File: config.mk
export PLATFORM = sky130hd
export DESIGN_NAME = keypad_scanner
export DESIGN_NICKNAME = d
export VERILOG_FILES = /design/src/rtl/keypad_scanner.sv
export SDC_FILE = /design/constraint.sdc
export NUM_CORES = 1
export LEC_CHECK = 0
export CAP_MARGIN = 0
export CORE_ASPECT_RATIO = 1.25
export CORE_MARGIN = 3
export CORE_UTILIZATION = 45
export CTS_CLUSTER_DIAMETER = 100
export DETAILED_ROUTE_END_ITERATION = 6
export GPL_TIMING_DRIVEN = 0
export PLACE_DENSITY = 0.73
export SETUP_SLACK_MARGIN = 0.2
export SLEW_MARGIN = 15
export SYNTH_ARGS = -nofsm -noshare
export SYNTH_HDL_FRONTEND = slang
export SYNTH_SLANG_ARGS = --single-unit
File: constraint.sdc
create_clock -name clk -period 4.2 [get_ports clk]
set_input_delay 0.84 -clock clk [delete_from_list [all_inputs] [get_ports clk]]
set_output_delay 0.84 -clock clk [all_outputs]
set_load 0.03 [all_outputs]
File: src/rtl/keypad_scanner.sv
// keypad_scanner
//   Scans a ROWS x COLS matrix keypad that has active-low rows and columns.
//   Each press is debounced and ghost patterns are rejected. A confirmed
//   press is queued as a key code in a small FIFO, and the CPU side pops
//   codes with a valid/ready handshake. All logic runs in the clk domain.
//   The scan rate comes from an internal clock-enable tick.
//
// Ports
//   clk       in   1        system clock
//   rst       in   1        synchronous active-high reset
//   row       in   ROWS     keypad rows, active-low, asynchronous to clk
//   col       out  COLS     column drive, active-low
//   ev_valid  out  1        event FIFO is non-empty
//   ev_ready  in   1        pops the head entry when ev_valid is also high
//   ev_code   out  CODE_W   head key code = row_idx*COLS + col_idx
//   key_held  out  1        a debounced key is currently down
//   overflow  out  1        sticky flag: a press was dropped because the FIFO was full
module keypad_scanner #(
  parameter int ROWS       = 4,
  parameter int COLS       = 4,
  parameter int SCAN_DIV   = 50000,
  parameter int DEBOUNCE   = 4,
  parameter int FIFO_DEPTH = 4,
  localparam int CODE_W    = $clog2(ROWS * COLS)
) (
  input  logic              clk,
  input  logic              rst,
  input  logic [ROWS-1:0]   row,
  output logic [COLS-1:0]   col,
  output logic              ev_valid,
  input  logic              ev_ready,
  output logic [CODE_W-1:0] ev_code,
  output logic              key_held,
  output logic              overflow
);

  localparam int TICK_W = $clog2(SCAN_DIV);
  localparam int CIDX_W = $clog2(COLS);
  localparam int RIDX_W = $clog2(ROWS);
  localparam int ZCNT_W = $clog2(ROWS + 1);
  localparam int DCNT_W = $clog2(DEBOUNCE + 1);
  localparam int AW     = $clog2(FIFO_DEPTH);
  localparam int CNT_W  = AW + 1;

  typedef enum logic [1:0] {IDLE, SCAN, DEB, HELD} state_t;

  state_t              state;
  logic [ROWS-1:0]     row_meta;
  logic [ROWS-1:0]     rs;
  logic [TICK_W-1:0]   tick_cnt;
  logic                tick;
  logic [ZCNT_W-1:0]   zero_cnt;
  logic [RIDX_W-1:0]   rs_idx;
  logic                rs_valid;
  logic                rs_idle;
  logic [CIDX_W-1:0]   col_idx;
  logic [ROWS-1:0]     cand_row;
  logic [CODE_W-1:0]   cand_code;
  logic [CODE_W-1:0]   scan_code;
  logic [DCNT_W-1:0]   deb_cnt;
  logic [DCNT_W-1:0]   rel_cnt;
  logic                push;
  logic [CODE_W-1:0]   push_code;
  logic                pop;
  logic                push_ok;
  logic                full;
  logic                empty;
  logic [CODE_W-1:0]   mem [FIFO_DEPTH];
  logic [AW-1:0]       wr_ptr;
  logic [AW-1:0]       rd_ptr;
  logic [CNT_W-1:0]    count;

  // Active-low one-hot column drive for the column under test.
  function automatic logic [COLS-1:0] col_drive(input logic [CIDX_W-1:0] idx);
    return ~(COLS'(1) << idx);
  endfunction

  // Two-flop synchroniser. It resets to all-ones, which reads as "no key".
  always_ff @(posedge clk) begin
    if (rst) begin
      row_meta <= '1;
      rs       <= '1;
    end else begin
      row_meta <= row;
      rs       <= row_meta;
    end
  end

  assign tick = (tick_cnt == TICK_W'(SCAN_DIV - 1));

  always_ff @(posedge clk) begin
    if (rst || tick) tick_cnt <= '0;
    else             tick_cnt <= tick_cnt + TICK_W'(1);
  end

  // Count the low rows. Exactly one low row is a usable press; two or more
  // low rows is treated as a ghost pattern.
  always_comb begin
    zero_cnt = '0;
    rs_idx   = '0;
    for (int i = 0; i < ROWS; i++) begin
      if (!rs[i]) begin
        zero_cnt = zero_cnt + ZCNT_W'(1);
        rs_idx   = RIDX_W'(i);
      end
    end
  end

  assign rs_valid  = (zero_cnt == ZCNT_W'(1));
  assign rs_idle   = &rs;
  assign scan_code = CODE_W'(rs_idx) * CODE_W'(COLS) + CODE_W'(col_idx);

  // The push fires on the same tick edge that moves the FSM into HELD,
  // so key_held and the FIFO write line up on one clock edge.
  always_comb begin
    push      = 1'b0;
    push_code = cand_code;
    if (tick) begin
      case (state)
        SCAN: if (rs_valid && DEBOUNCE == 1) begin
          push      = 1'b1;
          push_code = scan_code;
        end
        DEB: if (rs == cand_row && deb_cnt == DCNT_W'(DEBOUNCE - 1)) push = 1'b1;
        default: ;
      endcase
    end
  end

  always_ff @(posedge clk) begin
    if (rst) begin
      state     <= IDLE;
      col       <= '0;
      col_idx   <= '0;
      cand_row  <= '1;
      cand_code <= '0;
      deb_cnt   <= '0;
      rel_cnt   <= '0;
      key_held  <= 1'b0;
    end else if (tick) begin
      case (state)
        IDLE: begin
          if (!rs_idle) begin
            state   <= SCAN;
            col_idx <= '0;
            col     <= col_drive('0);
          end
        end
        SCAN: begin
          if (rs_valid) begin
            cand_row  <= rs;
            cand_code <= scan_code;
            deb_cnt   <= DCNT_W'(1);
            if (DEBOUNCE == 1) begin
              state    <= HELD;
              key_held <= 1'b1;
              rel_cnt  <= '0;
            end else begin
              state <= DEB;
            end
          end else if (col_idx == CIDX_W'(COLS - 1)) begin
            state <= IDLE;
            col   <= '0;
          end else begin
            col_idx <= col_idx + CIDX_W'(1);
            col     <= col_drive(col_idx + CIDX_W'(1));
          end
        end
        DEB: begin
          if (rs == cand_row) begin
            if (deb_cnt == DCNT_W'(DEBOUNCE - 1)) begin
              state    <= HELD;
              key_held <= 1'b1;
              rel_cnt  <= '0;
            end else begin
              deb_cnt <= deb_cnt + DCNT_W'(1);
            end
          end else begin
            state <= IDLE;
            col   <= '0;
          end
        end
        HELD: begin
          // Only the tracked column is driven, so any low row here either
          // belongs to the held key or is ignored until the key is released.
          if (rs_idle) begin
            if (rel_cnt == DCNT_W'(DEBOUNCE - 1)) begin
              state    <= IDLE;
              key_held <= 1'b0;
              col      <= '0;
            end else begin
              rel_cnt <= rel_cnt + DCNT_W'(1);
            end
          end else begin
            rel_cnt <= '0;
          end
        end
        default: state <= IDLE;
      endcase
    end
  end

  assign full    = (count == CNT_W'(FIFO_DEPTH));
  assign empty   = (count == '0);
  assign pop     = ev_ready && !empty;
  assign push_ok = push && (!full || pop);

  // When the FIFO is full, a push and a pop on the same edge reuse the slot
  // that the head is leaving (wr_ptr == rd_ptr in that case).
  always_ff @(posedge clk) begin
    if (push_ok) mem[wr_ptr] <= push_code;
  end

  always_ff @(posedge clk) begin
    if (rst) begin
      wr_ptr   <= '0;
      rd_ptr   <= '0;
      count    <= '0;
      overflow <= 1'b0;
    end else begin
      if (push_ok) wr_ptr <= wr_ptr + AW'(1);
      if (pop)     rd_ptr <= rd_ptr + AW'(1);
      if (push_ok && !pop)      count <= count + CNT_W'(1);
      else if (!push_ok && pop) count <= count - CNT_W'(1);
      if (push && full && !pop) overflow <= 1'b1;
    end
  end

  assign ev_valid = !empty;
  assign ev_code  = empty ? '0 : mem[rd_ptr];

endmodule

Word-level counts from Yosys, hierarchy flattened
Memories as Yosys holds them, arrays and structs flattened. A register that Yosys moved wholly into a read port is not among the register bits.
Cells that the tools add are included.
{"block": "op_classes", "n_addsub": 12, "n_eq_ne": 23, "shift": 1, "mux": 50, "n_bitwise": 1, "reduce_logical": 27}
{"op": "3-bit 2-to-1 mux", "count": 12}
{"op": "2-bit 2-to-1 mux", "count": 14}
{"op": "4-bit 2-to-1 mux", "count": 7}
{"op": "2-bit inequality test (second input constant)", "count": 10}
{"op": "3-bit by 1-bit adder with 3-bit output (second input constant)", "count": 6}
{"op": "6-bit AND reduction", "count": 3}
{"op": "16-bit by 1-bit adder with 16-bit output (second input constant)", "count": 1}
{"op": "16-bit equality test (second input constant)", "count": 1}
{"op": "4-bit case mux with 4 select lines", "count": 1}
{"op": "5-bit AND reduction", "count": 3}
{"op": "3-bit case mux with 2 select lines", "count": 2}
{"op": "1-bit 2-to-1 mux", "count": 11}
{"op": "3-bit inequality test (second input constant)", "count": 3}
{"op": "2-bit case mux with 4 select lines", "count": 1}
{"op": "2-bit nonzero test", "count": 4}
{"op": "1-bit logical AND", "count": 7}
{"op": "2-bit by 1-bit adder with 2-bit output (second input constant)", "count": 3}
{"op": "2-bit equality test (second input constant)", "count": 3}
{"op": "3-bit by 2-bit equality test with 1-bit output (second input constant)", "count": 2}
{"op": "4-bit by 2-bit adder with 4-bit output", "count": 1}
{"op": "4-bit equality test", "count": 1}
{"op": "1-bit zero test", "count": 4}
{"op": "4-bit NOT", "count": 1}
{"op": "2-bit case mux with 2 select lines", "count": 1}
{"op": "other kinds (11)", "count": 12}
{"block": "word_totals", "register_bits": 55, "ram_bits": 16, "inputBits": 7, "elab_cells": 130, "n_memories": 1}
{"memory": "mem", "depth": 4, "word_bits": 4, "rd": 1, "rd_clocked_by_memory_dff": 1, "write_ports": 1, "line_no": "68", "rtl": "logic [CODE_W-1:0] mem [FIFO_DEPTH];"}

Logic depth before layout (Yosys ltp)
{"block": "depth", "depth_word": 10, "mapped_depth": 11}

Worst setup path after synthesis
OpenSTA, ideal clock, no wires.
{"block": "synth_timing", "kind": "reg2reg", "start": "reg tick_cnt[4]", "end": "reg count[2]", "arrival_ps": 2999, "t_required_ps": 4130, "setup_slack_ps": 1131, "stages_incl_launch_ff": 11, "n_path_buf": 0, "synth_period_minus_slack_ps": 3069, "path_cell_list": "dfxtp_1 -> or4b_4 -> nor4_2 -> nand4_1 -> nor2_1 -> ha_1 -> inv_1 -> fa_1 -> xor2_1 -> or3_1 -> a21oi_1"}
{"block": "synth_via", "elab_chain_cells": 6, "word_cells_on_any_way": 8, "classes_between": "1 x eq/ne; 2 x mux; 5 x reduce/logical"}
{"element": "from (decl)", "line_no": "50", "rtl": "logic [TICK_W-1:0] tick_cnt;"}
{"element": "from (signal assigned)", "line_no": "93", "rtl": "else tick_cnt <= tick_cnt + TICK_W'(1);"}
{"element": "16-bit equality test (*)", "line_no": "89", "rtl": "assign tick = (tick_cnt == TICK_W'(SCAN_DIV - 1));"}
{"element": "1-bit 2-to-1 mux (*)", "line_no": "118", "rtl": "if (tick) begin"}
{"element": "1-bit logical AND (*)", "line_no": "206", "rtl": "assign push_ok = push && (!full || pop);"}
{"element": "net push_ok", "line_no": "65", "rtl": "logic push_ok;"}
{"element": "1-bit zero test", "line_no": "224", "rtl": "else if (!push_ok && pop) count <= count - CNT_W'(1);"}
{"element": "1-bit logical AND", "line_no": "224"}
{"element": "2-bit nonzero test (no line)"}
{"element": "to (signal assigned)", "line_no": "223", "rtl": "if (push_ok && !pop) count <= count + CNT_W'(1);"}
{"element": "to (signal assigned)", "line_no": "224"}
{"element": "to (decl)", "line_no": "71", "rtl": "logic [CNT_W-1:0] count;"}
The timed path passes the listed nets; every way through them passes the cells marked *.
A chain may end at the register's enable or synchronous reset.

Worst setup path in the final report
{"block": "layout_timing", "start": "reg tick_cnt[5]", "end": "reg count[2]"}
Same word-level chain as after synthesis.

==> impl_metrics.env <==
export IMPL_outcome="finished clean"
export IMPL_ys_ff_latch=73
export IMPL_worst_slack_ps=530
export IMPL_clock_latency_ps=340
export IMPL_hold_viol=0
export IMPL_hold_path_class="register to register"
export IMPL_wl_mm=6.19
export IMPL_finalSetupTns_ps=0
export IMPL_syn_num_nets=363
export IMPL_synth_cell_types=46
export IMPL_crit_family="simple AND/OR/NAND/NOR gates"
export IMPL_synth_common_cells="57 x dfxtp_1, 42 x nor2_1, 19 x nand2_1"
export IMPL_drt_iter0_markers=80
export IMPL_slew_headroom_pct=36.2
export IMPL_nNetsFinal=391
export IMPL_drv_cap=0
export IMPL_cts_made_buffers=9
export IMPL_cts_resized=0
export IMPL_yosysWarnings=0
export IMPL_track_usage_pct=15.7
export IMPL_synthSimpleGateAreaFrac_pct=22.6
export IMPL_hold_buffers=0
export IMPL_dp_cells=445
export IMPL_grt_pass1_vias=2467
export IMPL_antenna_found_initial=0
export IMPL_syn_inst=338
export IMPL_finClkSkew_ps=6.79
export IMPL_area_growth_pct=14.3
export IMPL_synth_xor_area_share_pct=6.18
export IMPL_muxShareOfSynthArea_pct=6.62
export IMPL_avgSynthCellArea_um2=10.1
export IMPL_cp_start_kind="register"
export IMPL_cts_tree="done"
export IMPL_fin_crit_ps=3670
export IMPL_final_fill_count=645
export IMPL_ys_flop_type="dfxtp_1"
export IMPL_antenna_cells=0
export IMPL_start_util_pct=47.6
export IMPL_p_total_mw=1.68
export IMPL_netlist_area_um2=3400
export IMPL_grt_first_pass_wirelength_mm=11.0
export IMPL_grt_ovfl_total=0
export IMPL_place_ws_ps=581
export IMPL_setup_viol=0
export IMPL_crit_path_end_kind="register"
export IMPL_ys_seq_area_share_pct=47.7
export IMPL_via_per_inst=5.31
export IMPL_synth_compound_gate_area_share_pct=7.03
export IMPL_synth_largest_area_cell="dfxtp_1"
export IMPL_hpwl_mm=4.54
export IMPL_first_pass_iters=5
export IMPL_worst_path_buf_inv=1
export IMPL_vdd_ir_drop_max_uv=341
export IMPL_clk_pin_slew_worst_paths_ps=80
export IMPL_rows=34
export IMPL_cts_root_buf="clkbuf_8"
export IMPL_powerDensity_nw_per_um2=433
export IMPL_coreArea_um2=7150
export IMPL_chipWidth_um=83.8
export IMPL_path_cells="or4bb_1, nor4_2, nand4_1, nor2_1, ha_1, inv_1, fa_1, xor2_1, or3_1, a21oi_1"
export IMPL_maxSlewViolCount=0
export IMPL_leakage_nw=1.52
export IMPL_die_area_um2=8640
export IMPL_via_count=2449
export IMPL_critPathMaxStageDelay_ps=810
export IMPL_die_h_um=103
export IMPL_synth_edf_count=16
export IMPL_stdcell_count=461
export IMPL_wire_per_inst_um=13.4
export IMPL_rsz0062_at_grt="no"
export IMPL_cts_setup_buffers=0
export IMPL_drc_errors=0
export IMPL_cp_required_ps=4470
export IMPL_cts_sinks=73
export IMPL_async_flop_share_pct=0
export IMPL_synth_most_common_cell="dfxtp_1"
export IMPL_grt_start_max_net_pins=14
export IMPL_crit_type="register to register"
export IMPL_synth_top_family_by_area="simple AND/OR/NAND/NOR gates"
export IMPL_cts_buffer_depth=2
export IMPL_layout_drive_gt1_share_pct=11.1
export IMPL_worstMarginPinSlew_ps=949
export IMPL_synthAdderAreaFrac_pct=6.84
export IMPL_netlist_top_cells_area="dfxtp_1 34%, edfxtp_1 14%, ha_1 6.3%"
export IMPL_critPathSlowestCell="nor4_2"
export IMPL_crit_arrival_ps=3940
export IMPL_max_freq_mhz=272
export IMPL_crit_fanout=10
export IMPL_cts_htree_levels=3
export IMPL_io_buffer_count=17
export IMPL_gp_congestion=0.817
export IMPL_io_pins=18
export IMPL_min_period_over_period_pct=87.4
export IMPL_ant_nets=0
export IMPL_synth_top_area_share_pct=33.6
[cells by family (layout without fill, tap and decap cells)]
family	count (synthesis)	count (layout)
compound gates	37	37
xor+xnor	24	24
fa+ha+maj	18	18
buf+inv	27	60
flops	73	73
mux	17	17
simple gates	142	142
[worst reg2reg max path: stages (launching register included)]
cell and delay, ps:
dfxtp_1 360, or4bb_1 590, nor4_2 810, nand4_1 370, nor2_1 210, ha_1 200
inv_1 60, fa_1 370, xor2_1 160, or3_1 310, a21oi_1 150
[cells in the final DEF, fill, tap and decap left out, types with 2 or more instances in the layout]
cell type	count
nand4_1	3
nor2_1	42
clkdlybuf4s50_1	17
nand3b_1	2
a211o_1	6
a31o_2	2
edfxtp_1	16
or3_1	2
a311oi_1	2
ha_1	17
nor3_1	9
or2_2	8
xnor2_1	11
xor2_1	13
clkinv_4	2
dfxtp_1	57
nand3_1	16
nand2_1	19
inv_1	14
o21ai_0	10
nand2b_1	9
clkbuf_8	10
mux2i_1	9
mux2_2	4
mux4_2	4
or4bb_1	2
and2_1	4
a211oi_1	3
nor4_2	2
nor2b_1	3
and3_1	11
clkbuf_1	13
a21oi_1	10
[power by group]
| group | switching, mW | internal (mW) |
|---|---|---|
| Combinational | 0.186 | 0.160 |
| Clock | 0.263 | 0.295 |
| Sequential | 0.0370 | 0.744 |
[path summary, 6_finish.rpt]
path / cells past startpoint / start / slack (ps) / to
setup / recovery: 10 / tick_cnt[5] / 530 / count[2]
hold / removal: 1 / row_meta[0] / 410 / rs[0]
setup reg to reg: 10 / tick_cnt[5] / 530 / count[2]
hold reg to reg: 1 / row_meta[0] / 410 / rs[0]
[layer usage]
layer	vias up	wire (um)	share of wire, %	track usage, %
met2	36	3210	52	29.2
met3	11	222	3.6	4.68
li1	1234	-	-	-
met1	1168	2640	43	17.0
met4	0	112	1.8	6.19
met5	-	0	0	0
[area by class of cell]
cell class	instances	area (um2)	area share, %
well taps	90	113	2.90
clock buffers	11	141	3.64
plain buffers	13	50.0	1.29
repair buffers	17	170	4.38
clock inverters	5	63.8	1.64
flip-flops and latches	73	1620	41.7
multi-input cells	238	1680	43.1
inverters	14	52.6	1.35
[state kept, by name (all words and copies together) (netlist names), named ones only]
| signal | cells |
|---|---|
| mem | 16 |
| rs | 4 |
| overflow | 1 |
| col | 4 |
| rd_ptr | 2 |
| row_meta | 4 |
| cand_code | 4 |
| wr_ptr | 2 |
| key_held | 1 |
| col_idx | 2 |
| cand_row | 4 |
| tick_cnt | 16 |
| deb_cnt | 3 |
| count | 3 |
| state | 2 |
| rel_cnt | 3 |
[metrics by stage]
| stage | hold WS (ps) | cell area [um2] | utilization (%) |
|---|---|---|---|
| 2_1_floorplan | 389 | 3400 | - |
| 6_report | 411 | 3890 | 54.4 |
| 4_1_cts | 415 | 3890 | 54.4 |
| 5_1_grt | 423 | 3890 | 54.4 |
| 3_3_place_gp | 391 | 3680 | 51.5 |
| 3_5_place_dp | 396 | 3680 | 51.5 |
Power figures use the tool's default switching activity.
